**src/rtl/vpu_ctrl_pkg.sv**
```systemverilog
// Shared control types for the vector/systolic control path: the writeback
// serializer state machine and the accumulator output mode used by decode.
package vpu_ctrl_pkg;

   // Writeback serializer states.
   typedef enum logic [2:0] {
      IDLE    = 3'd0,
      FETCH   = 3'd1,
      CAPTURE = 3'd2,
      WRITE   = 3'd3,
      DONE    = 3'd4
   } wb_state_t;

   // Accumulator output mode: full-width bytes or one saturated signed byte.
   typedef enum logic {
      FULL = 1'b0,
      SAT  = 1'b1
   } wb_mode_t;

endpackage

```
**src/rtl/acc_saturate.sv**
```systemverilog
// Purely combinational signed clamp of an accumulator value to one
// DATA_WIDTH-bit signed byte.
module acc_saturate #(
   parameter int ACC_WIDTH  = 32,
   parameter int DATA_WIDTH = 8
) (
   input  logic [ACC_WIDTH-1:0]  i_acc,
   output logic [DATA_WIDTH-1:0] o_sat
);

   // Clamp bounds sign-extended to the accumulator width.
   localparam logic signed [ACC_WIDTH-1:0] SAT_MAX =
      {{(ACC_WIDTH-DATA_WIDTH+1){1'b0}}, {(DATA_WIDTH-1){1'b1}}};
   localparam logic signed [ACC_WIDTH-1:0] SAT_MIN =
      {{(ACC_WIDTH-DATA_WIDTH+1){1'b1}}, {(DATA_WIDTH-1){1'b0}}};

   logic signed [ACC_WIDTH-1:0] w_acc_s;

   assign w_acc_s = $signed(i_acc);

   // Select the low byte unless the value lies outside the signed byte range.
   always_comb begin
      // NOTE: default assignment first so every path drives o_sat; no latch.
      o_sat = i_acc[DATA_WIDTH-1:0];
      if (w_acc_s < SAT_MIN) begin
         o_sat = {1'b1, {(DATA_WIDTH-1){1'b0}}};
      end else if (w_acc_s > SAT_MAX) begin
         o_sat = {1'b0, {(DATA_WIDTH-1){1'b1}}};
      end
   end

endmodule

```
**src/rtl/acc_writeback_serializer.sv**
```systemverilog
// Drains the MATRIX_SIZE x MATRIX_SIZE accumulator bank into RAM port B one
// byte per granted cycle, either full width (little-endian) or saturated to
// one signed byte per element.
module acc_writeback_serializer
   import vpu_ctrl_pkg::*;
#(
   parameter int DATA_WIDTH     = 8,
   parameter int MATRIX_SIZE    = 8,
   parameter int ACC_WIDTH      = 32,
   parameter int ACC_ADDR_WIDTH = $clog2(MATRIX_SIZE*MATRIX_SIZE),
   parameter int DP_ADDR_WIDTH  = 10,
   parameter int BYTES_PER_ACC  = ACC_WIDTH/DATA_WIDTH
) (
   input  logic                      clk,
   input  logic                      rst,
   input  logic                      start,
   input  logic [DP_ADDR_WIDTH-1:0]  base_addr,
   input  logic                      sat_mode,
   output logic                      busy,
   output logic                      done,
   output logic [ACC_ADDR_WIDTH-1:0] addr_acc,
   input  logic [ACC_WIDTH-1:0]      acc_out,
   input  logic                      ram_gnt,
   output logic                      we_b,
   output logic [DP_ADDR_WIDTH-1:0]  addr_b,
   output logic [DATA_WIDTH-1:0]     din_b
);

   localparam int BYTE_IDX_W = (BYTES_PER_ACC > 1) ? $clog2(BYTES_PER_ACC) : 1;

   localparam logic [BYTE_IDX_W-1:0]     LAST_BYTE = BYTE_IDX_W'(BYTES_PER_ACC-1);
   localparam logic [ACC_ADDR_WIDTH-1:0] LAST_ELEM = ACC_ADDR_WIDTH'(MATRIX_SIZE*MATRIX_SIZE-1);
   localparam logic [BYTE_IDX_W-1:0]     BYTE_ONE  = BYTE_IDX_W'(1);
   localparam logic [ACC_ADDR_WIDTH-1:0] ELEM_ONE  = ACC_ADDR_WIDTH'(1);
   localparam logic [DP_ADDR_WIDTH-1:0]  PTR_ONE   = DP_ADDR_WIDTH'(1);

   wb_state_t                                  r_state;
   wb_mode_t                                   r_mode;
   logic [DP_ADDR_WIDTH-1:0]                   r_wr_ptr;
   logic [ACC_ADDR_WIDTH-1:0]                  r_elem_idx;
   logic [BYTE_IDX_W-1:0]                      r_byte_idx;
   logic [BYTES_PER_ACC-1:0][DATA_WIDTH-1:0]   r_acc_q;
   // Last values presented on port B, held while not in WRITE.
   logic [DP_ADDR_WIDTH-1:0]                   r_addr_hold;
   logic [DATA_WIDTH-1:0]                      r_din_hold;

   logic [DATA_WIDTH-1:0]                      w_sat;
   logic [DATA_WIDTH-1:0]                      w_cur_byte;
   logic                                       w_last_byte;
   logic                                       w_in_write;

   acc_saturate #(
      .ACC_WIDTH  (ACC_WIDTH),
      .DATA_WIDTH (DATA_WIDTH)
   ) u_acc_saturate (
      .i_acc (acc_out),
      .o_sat (w_sat)
   );

   assign w_in_write  = (r_state == WRITE);
   assign w_cur_byte  = r_acc_q[r_byte_idx];
   // In saturate mode each element is exactly one byte, so byte 0 is last.
   assign w_last_byte = (r_mode == SAT) ? (r_byte_idx == '0)
                                        : (r_byte_idx == LAST_BYTE);

   assign busy     = (r_state != IDLE);
   assign done     = (r_state == DONE);
   assign addr_acc = r_elem_idx;
   assign we_b     = w_in_write && ram_gnt;
   assign addr_b   = w_in_write ? r_wr_ptr   : r_addr_hold;
   assign din_b    = w_in_write ? w_cur_byte : r_din_hold;

   // Serializer state machine: fetch, capture, then write one byte per grant.
   always_ff @(posedge clk or posedge rst) begin
      if (rst) begin
         r_state     <= IDLE;
         r_mode      <= FULL;
         r_wr_ptr    <= '0;
         r_elem_idx  <= '0;
         r_byte_idx  <= '0;
         r_acc_q     <= '0;
         r_addr_hold <= '0;
         r_din_hold  <= '0;
      end else begin
         // NOTE: non-blocking assignments so every register samples pre-edge values.
         case (r_state)
            IDLE: begin
               if (start) begin
                  r_wr_ptr   <= base_addr;
                  r_mode     <= wb_mode_t'(sat_mode);
                  r_elem_idx <= '0;
                  r_byte_idx <= '0;
                  r_state    <= FETCH;
               end
            end
            FETCH: begin
               r_state <= CAPTURE;
            end
            CAPTURE: begin
               r_acc_q <= (r_mode == SAT) ? ACC_WIDTH'(w_sat) : acc_out;
               r_state <= WRITE;
            end
            WRITE: begin
               if (ram_gnt) begin
                  r_addr_hold <= r_wr_ptr;
                  r_din_hold  <= w_cur_byte;
                  r_wr_ptr    <= r_wr_ptr + PTR_ONE;
                  if (w_last_byte) begin
                     r_byte_idx <= '0;
                     if (r_elem_idx == LAST_ELEM) begin
                        r_state <= DONE;
                     end else begin
                        r_elem_idx <= r_elem_idx + ELEM_ONE;
                        r_state    <= FETCH;
                     end
                  end else begin
                     r_byte_idx <= r_byte_idx + BYTE_ONE;
                  end
               end
            end
            DONE: begin
               r_state <= IDLE;
            end
            default: begin
               r_state <= IDLE;
            end
         endcase
      end
   end

endmodule

```
**config.mk**
```make
export PLATFORM = sky130hd
export DESIGN_NAME = acc_writeback_serializer
export DESIGN_NICKNAME = d
export VERILOG_FILES = /design/src/rtl/vpu_ctrl_pkg.sv /design/src/rtl/acc_saturate.sv /design/src/rtl/acc_writeback_serializer.sv
export SDC_FILE = /design/constraint.sdc
export NUM_CORES = 1
export LEC_CHECK = 0
export CAP_MARGIN = 0
export CELL_PAD_IN_SITES_DETAIL_PLACEMENT = 2
export CELL_PAD_IN_SITES_GLOBAL_PLACEMENT = 2
export CORE_MARGIN = 4
export CORE_UTILIZATION = 34
export CTS_BUF_LIST = sky130_fd_sc_hd__clkbuf_4 sky130_fd_sc_hd__clkbuf_8 sky130_fd_sc_hd__clkbuf_16
export DETAILED_ROUTE_END_ITERATION = 16
export GPL_TIMING_DRIVEN = 0
export PLACE_DENSITY = 0.93
export SLEW_MARGIN = 0
export SYNTH_ARGS = -nofsm -noshare
export SYNTH_HDL_FRONTEND = slang
export SYNTH_HIERARCHICAL = 1
export SYNTH_SLANG_ARGS = --single-unit
```
**constraint.sdc**
```tcl
create_clock -name clk -period 4.7 [get_ports clk]
set_clock_uncertainty 0.15 [all_clocks]
set_input_delay 0.705 -clock clk [delete_from_list [all_inputs] [get_ports clk]]
set_output_delay 0.705 -clock clk [all_outputs]
set_load 0.05 [all_outputs]
```
# == After elaboration in Yosys (flattened, before gate mapping) ==
# Cells that the tools add are included.
# word_totals
ff_bits,72
input_bits,47
word_cells,62
# op_classes
n_addsub,3
magnitude_cmp,3
eq_ne,10
mux,25
reduce_logical,10
# ops
cell,count
$gt 32x8->1 const B,1
$lt 32x8->1 const B,1
$mux 32,1
$mux 8,4
$mux 10,3
$mux 6,4
$pmux 10 s2,1
$bmux 8 s2,1
$mux 3,4
$pmux 3 s4,1
$pmux 6 s2,1
$add 10x1->10 const B,1
$ne 2x2->1 const B,4
$add 6x1->6 const B,1
$eq 3x2->1 const B,2
$eq 6x6->1 const B,1
$mux 2,3
$reduce_and 3->1,2
$reduce_and 5->1,1
$pmux 2 s2,1
$reduce_and 2->1,2
$eq 3x1->1 const B,1
$eq 3x3->1 const B,1
$logic_not 3->1,1
8 further kinds,8

# == Longest topological paths before layout ==
# Gate-level depths: netlist of the first run.
# depth
word_depth,5
mapped_depth,7
depth_no_buf,6

# == Modules after synthesis ==
# The synthesis of the first run kept the hierarchy.
# by_module_without_submodules
mod,n_inst,cells_per_inst,area_each_um2,seq_area_each_um2
acc_writeback_serializer,1,426,3764.9,1801.7
acc_saturate,1,32,216.5,0.0

# == Worst setup path after synthesis of the first run ==
# Ideal clock, no wire load.
# synth_path
path_type,input to output
start,in ram_gnt
end,out we_b
t_arrival_ps,1710
required_time_ps,3845
slack_ps,2135
cell_stages,3
path_buffers,1
path_cell_list,nand4b_1 clkinv_1 clkbuf_1
# synth_via
elab_chain_len,1
# synth_rtl
element,line,text
"start, declared",acc_writeback_serializer.sv:23,"input logic ram_gnt,"
$logic_and 1x1->1,acc_writeback_serializer.sv:69,assign we_b = w_in_write && ram_gnt;
"end, declared",acc_writeback_serializer.sv:24,"output logic we_b,"
# No other way between the ends.

# == Worst setup path after layout of the first run ==
# Ends and elaborated chain as after synthesis.

==> results.md, run 1 <==
* Status: finished, final reports clean
* Largest net degree at the start of global routing at slightly above 40
* Diodes inserted at 0
* Clock buffer depth at 2
* R2R Path Start: r_byte_idx[0]
* Post-Synthesis Cell Area at between 3000 and 4000 µm²
* Detailed-route via count at 3884
* Area growth, synth to finish at 30.9%
* CP peak stage delay at ~0.90 ns
* Post-synth cell types at 52
* Post-CTS setup buffers at 0
* Iter 0 DRT Violations at 235
* Drt drc at 0
* Slowest CP cell: clkdlybuf4s50_1
* Crit path DAT at 3.16 ns
* Synth warn at 6
* Vias per cell at approximately 5.6
* Gr usage total at 24.3%
* Initial antenna violation count at 0
* Reg2reg setup slack at 1.93 ns
* Fraction of synthesis flops using an asynchronous set or reset pin at 100%
* Worst path cell trace: clkdlybuf4s50_1 > nand4b_1 > clkinv_1 > clkbuf_1 > clkdlybuf4s50_1
* TritonCTS Sinks at 72
* Vias in the first global route at 4516
* Worst-path clk slew at approximately 0.05 ns
* Worst Hold End: r_addr_hold[2]
* Most used DFF post-synth: dfrtp_1
* Seq/Total Area, Yosys at 45.3%
* Initial DRT Pass Iterations at 4
* Synth top area share at 45.3%
* Final setup viols at 0
* Starting density of the core at roughly a third
* Worst r2r dst: r_state[0]
* Setup TNS at 0 ns
* Post-route cell area at 5210 µm²
* FMAX at around 0.25 GHz
* ANT nets after route at 0
* First-pass GRT wire length at about 25000 µm
* Yosys reg bits at 72
* Worst hold start: r_addr_hold[2]
* Cell mode on critical path: clkdlybuf4s50_1
* Power Density at 801 nW/µm²
* CP Max Fanout at 10
* Drt total wl at ~15000 µm
* Cts bufs inserted at 9
* Post-synth EDFFs at 0
* CTS root buf: clkbuf_16
* Die area at 13500 µm²
* # nets final at 594
* Multi-input logic area at 2020 µm²
* CP Class: primary input to output port
* Tcrit/Tclk final at 85.5%
* Critical Path End Type: output port
* GPL Wtd Cong at 0.846
* Layout cells sized above 1 at 8.94%
* Fill count at 1251
* Count leader, synth: nand2_1
* Reg area at 1800 µm²
* Unrepaired setup endpoints after global routing: false
* Max-slew headroom at the worst pin at 47.4%
* Leak at 2.31 nW
* Mapped Cells at 458
* Cell taking the most area after synthesis: dfrtp_1
* H-tree level count at 3
* Reg2Reg Depth at 6
* Final hold violations at 0
* Post-DP HPWL at 11300 µm
* Row Count at 39
* Grt total ovfl at 0
* Slew Limit Fails at 0
* Top post-synthesis cells by area: dfrtp_1 45%, nand2_1 15%, o21ai_0 5.5%
* Startpoint types: primary input
* Worst vdd ir at 0.466 mV
* Avg Inst Size Synth at 8.69 µm²
* I/O Buffers at 73
* CTS tree: built
* X dimension of the die at 116 µm
* Dpl cell area at just under 5000 µm²
* Min Tclk post-route at around 4.0 ns
* # hold bufs at CTS at 0
* Die height at approximately 120 µm
* Syn nets at 509
* Clock latency on the worst-skew pair at 0.34 ns
* Resized cells post-CTS at 0
* Routed length per placed instance at around 22 µm
* Critical Path RT at 3.85 ns
* Worst Tran Pin Value at 0.789 ns
* WHS Path Cells at 2
* Max Cap Viol at 0
* Core Area at 11400 µm²
* IO Pins at 74
* Hold Crit Class: flip-flop to flip-flop
* Synth top cells by count: 158 x nand2_1, 72 x dfrtp_1, 44 x o21ai_0, 24 x nand2b_1, 17 x clkbuf_1
==> worst max-delay path: cells and delay by family <==
kind	cells	cell delay [ns]
buf+inv	4	2.19
simple gates	1	0.26
==> metrics by stage <==
stage                     power (mW)  hold WS, ns  utilization (%)  std cells  setup WS (ns)
after floorplan                 2.59        0.295                -        458           2.02
after global placement          3.26        0.308             42.8        674          0.666
after detailed placement        3.46        0.313             43.0        675          0.704
after CTS                       4.20        0.326             45.6        691          0.682
after global routing            4.44        0.357             45.6        691          0.569
final                           4.17        0.325             45.6        691          0.683
==> routing by layer <==
layer	global-route usage (%)	vias to the layer above	wire, µm
met4	9.36	0	364
met2	44.3	109	7990
met3	3.42	27	603
met1	28.9	2004	6290
met5	0	-	0
li1	-	1744	-
==> placed cells by master (no fill, tap or decap), drive strengths merged, types with 3 or more instances in the layout <==
cell and instances:
a21oi 11, a31oi 3, and2 4, and4 3, buf 12, clkbuf 30, clkdlybuf4s50 73, dfrtp 72
ha 4, inv 7, mux2i 10, mux4 8, nand2 158, nand2b 24, nand3 5, nand4 11
nor2 7, nor3 11, nor4 6, o21a 3, o21ai 45, o22ai 4, o2bb2ai 7
==> report_power, final <==
| group | switching [mW] | internal, mW |
|---|---|---|
| clock | 0.269 | 0.434 |
| combinational | 1.52 | 0.791 |
| sequential | 0.256 | 0.902 |
| total | 2.05 | 2.13 |
==> registers in the layout, indices dropped and copies added (netlist names) <==
| name | cells |
|---|---|
| r_wr_ptr | 10 |
| r_din_hold | 8 |
| r_acc_q | 32 |
| r_byte_idx | 2 |
| r_mode | 1 |
| r_state | 3 |
| addr_acc | 6 |
| r_addr_hold | 10 |
==> area by class of cell <==
cell class / instances / share of cell area [%]
inverters: 8 / 0.624
clock buffers: 13 / 4.90
plain buffers: 28 / 2.55
clock inverters: 3 / 0.816
repair buffers: 74 / 14.4
well taps: 143 / 3.43
multi-input cells: 350 / 38.7
flip-flops and latches: 72 / 34.6
==> logic make-up (layout without fill, tap and decap cells) <==
family,count (synthesis),in the layout,share of synthesized area (%)
AND/OR/NAND/NOR,241,241,28.4
adder cells (fa/ha/maj),4,4,1.26
AO/OA/AOI/OAI,85,85,13.4
buffers and inverters,36,126,4.09
flip-flops,72,72,45.3
multiplexers,20,20,7.61
==> worst max path at each step <==
stage / start / end / slack, ns / depth (start not counted)
3_5_place_dp: ram_gnt / we_b / 0.70 / 5
2_1_floorplan: rst / addr_acc[0] / 2.02 / 1
4_1_cts: ram_gnt / we_b / 0.68 / 5
6_report: ram_gnt / we_b / 0.68 / 5
5_1_grt: ram_gnt / we_b / 0.57 / 5
3_3_place_gp: rst / r_din_hold[3] / 0.67 / 2
(Power assumes the default switching activity.)
==> run 2: changes to the inputs <==
CTS_CLUSTER_DIAMETER = 40   (was unset)
PLACE_DENSITY = 0.83   (was 0.93)
==> results.md, run 2 (same netlist as run 1, synthesis figures left out) <==
* Gr usage total at 24.8%
* GR peak layer: met2
* Post-placement setup slack at a little over 0.7 ns
* Initial DRT Pass Iterations at 4
* Row Count at 39
* CP peak stage delay at 0.91 ns
* Hold Crit Class: flip-flop to flip-flop
* Post-route cell area at 5260 µm²
* Crit path DAT at about 3.2 ns
* Most common cell after layout, fill and taps aside: nand2_1
* CTS root buf: clkbuf_16
* Flip-flop count of the largest register after layout at 32
* Post-DP HPWL at 10500 µm
* Worst vdd ir at 0.446 mV
* Vias per cell at 5.61
* Status: finished, final reports clean
* Critical Path End Type: output port
* Drt drc at 0
* Worst hold start: r_din_hold[1]
* Most frequent cells in the layout: 158 x nand2_1, 73 x clkdlybuf4s50_1, 72 x dfrtp_1, 44 x o21ai_0, 24 x nand2b_1
* Total Power at 4.28 mW
* ANT nets after route at 0
* Iter 0 DRT Violations at 282
* Worst Tran Pin Value at 0.798 ns
* X dimension of the die at ~120 µm
* Core Area at 11400 µm²
* Unrepaired setup endpoints after global routing: false
* Grt total ovfl at 0
* Area growth, synth to finish at 32.0%
* Max-slew headroom at the worst pin at approximately 47%
* Post-CTS setup buffers at 0
* Setup TNS at 0 ns
* Power Density at 815 nW/µm²
* GPL Wtd Cong at 0.808
* # hold bufs at CTS at 0
* CTS tree: built
* Global Route met1 Usage at 30.2%
* Biggest register: r_acc_q
* Starting density of the core at 34.9%
* Critical path buffer and inverter count at 4
* Cell mode on critical path: clkdlybuf4s50_1
* TritonCTS Sinks at 72
* Cts bufs inserted at 9
* Largest net degree at the start of global routing at 42
* IO Pins at 74
* Final setup viols at 0
* # nets final at between 500 and 600
* Min Tclk post-route at 4.06 ns
* Routed length per placed instance at 22.8 µm
* I/O Buffers at 73
* Die area at 13500 µm²
* CP Launch Point: ram_gnt
* GR Util met3 at 4.66%
* Startpoint types: primary input
* FMAX at roughly 0.25 GHz
* Worst-path clk slew at around 0.06 ns
* Vias in the first global route at 4522
* Die height at 116 µm
* Met2 Resource Use GR at 43.6%
* Initial antenna violation count at 0
* Resized cells post-CTS at 0
* First-pass GRT wire length at between 20000 and 30000 µm
* Critical Path RT at approximately 3.9 ns
* Max Cap Viol at 0
* Slowest CP cell: clkdlybuf4s50_1
* Worst path cell trace: clkdlybuf4s50_1 > nand4b_1 > clkinv_1 > clkbuf_1 > clkdlybuf4s50_1
* Tcrit/Tclk final at 86.5%
* H-tree level count at 3
* R2R Path Start: r_byte_idx[0]
* Largest registers: r_acc_q (32), r_addr_hold (10), r_wr_ptr (10)
* Slew Limit Fails at 0
* Worst path top cell family by delay: buffers and inverters
* Diodes inserted at 0
* Final hold violations at 0
* Dpl cell area at 4910 µm²
* Leak at 2.32 nW
* Drt total wl at 15800 µm
* Clock latency on the worst-skew pair at 0.35 ns
* Setup WS post-layout at 0.636 ns
* Clock buffer depth at 2
* Detailed-route via count at 3879
* CP Max Fanout at 10
* Layout cells sized above 1 at about 9%
* CP Class: primary input to output port
[run 2: metrics by stage]
stage | cells | hold slack, ns | util, %
floorplan | 458 | 0.295 | -
global placement | 674 | 0.308 | 42.8
detailed placement | 675 | 0.323 | 43.0
CTS | 691 | 0.336 | 46.0
global route | 691 | 0.372 | 46.0
finish | 691 | 0.333 | 46.0
[run 2: worst paths after layout]
path | depth (start not counted) | endpoint | slack (ns)
max reg2reg | 7 | addr_acc[5] | 2.05
min reg2reg | 2 | r_din_hold[1] | 0.33
min in group asynchronous | 2 | addr_acc[1] | 0.59
min | 2 | r_din_hold[1] | 0.33
max in group asynchronous | 3 | r_acc_q[10] | 3.22
max | 5 | we_b | 0.64
[run 2: area by class of cell]
type	instances	area, µm²
fillers	1259	6160
multi-input cells	350	2020
flip-flops and latches	72	1800
repair buffers	74	751
clock buffers	12	267
well taps	143	179
plain buffers	28	133
clock inverters	4	75.1
inverters	8	32.5
[run 2: routing by layer]
metal / part of all wire, % / routed length [µm] / up-vias
met5: 0 / 0 / -
met4: 2.5 / 401 / 0
met3: 3.9 / 612 / 34
met2: 52 / 8140 / 104
met1: 42 / 6610 / 1994
li1: - / - / 1747
[run 2: worst register-to-register path, delay by kind of cell (launching register included)]
family	cells	cell delay, ns
DFF	1	0.35
buffers and inverters	2	0.81
muxes	1	0.35
AOI/OAI and AO/OA	3	0.63
adders and majority gates	1	0.26
[run 2: power by group]
group / total [mW] / internal (mW) / switching, mW
Combinational: 2.33 / 0.793 / 1.54
Sequential: 1.15 / 0.901 / 0.248
Clock: 0.803 / 0.509 / 0.294
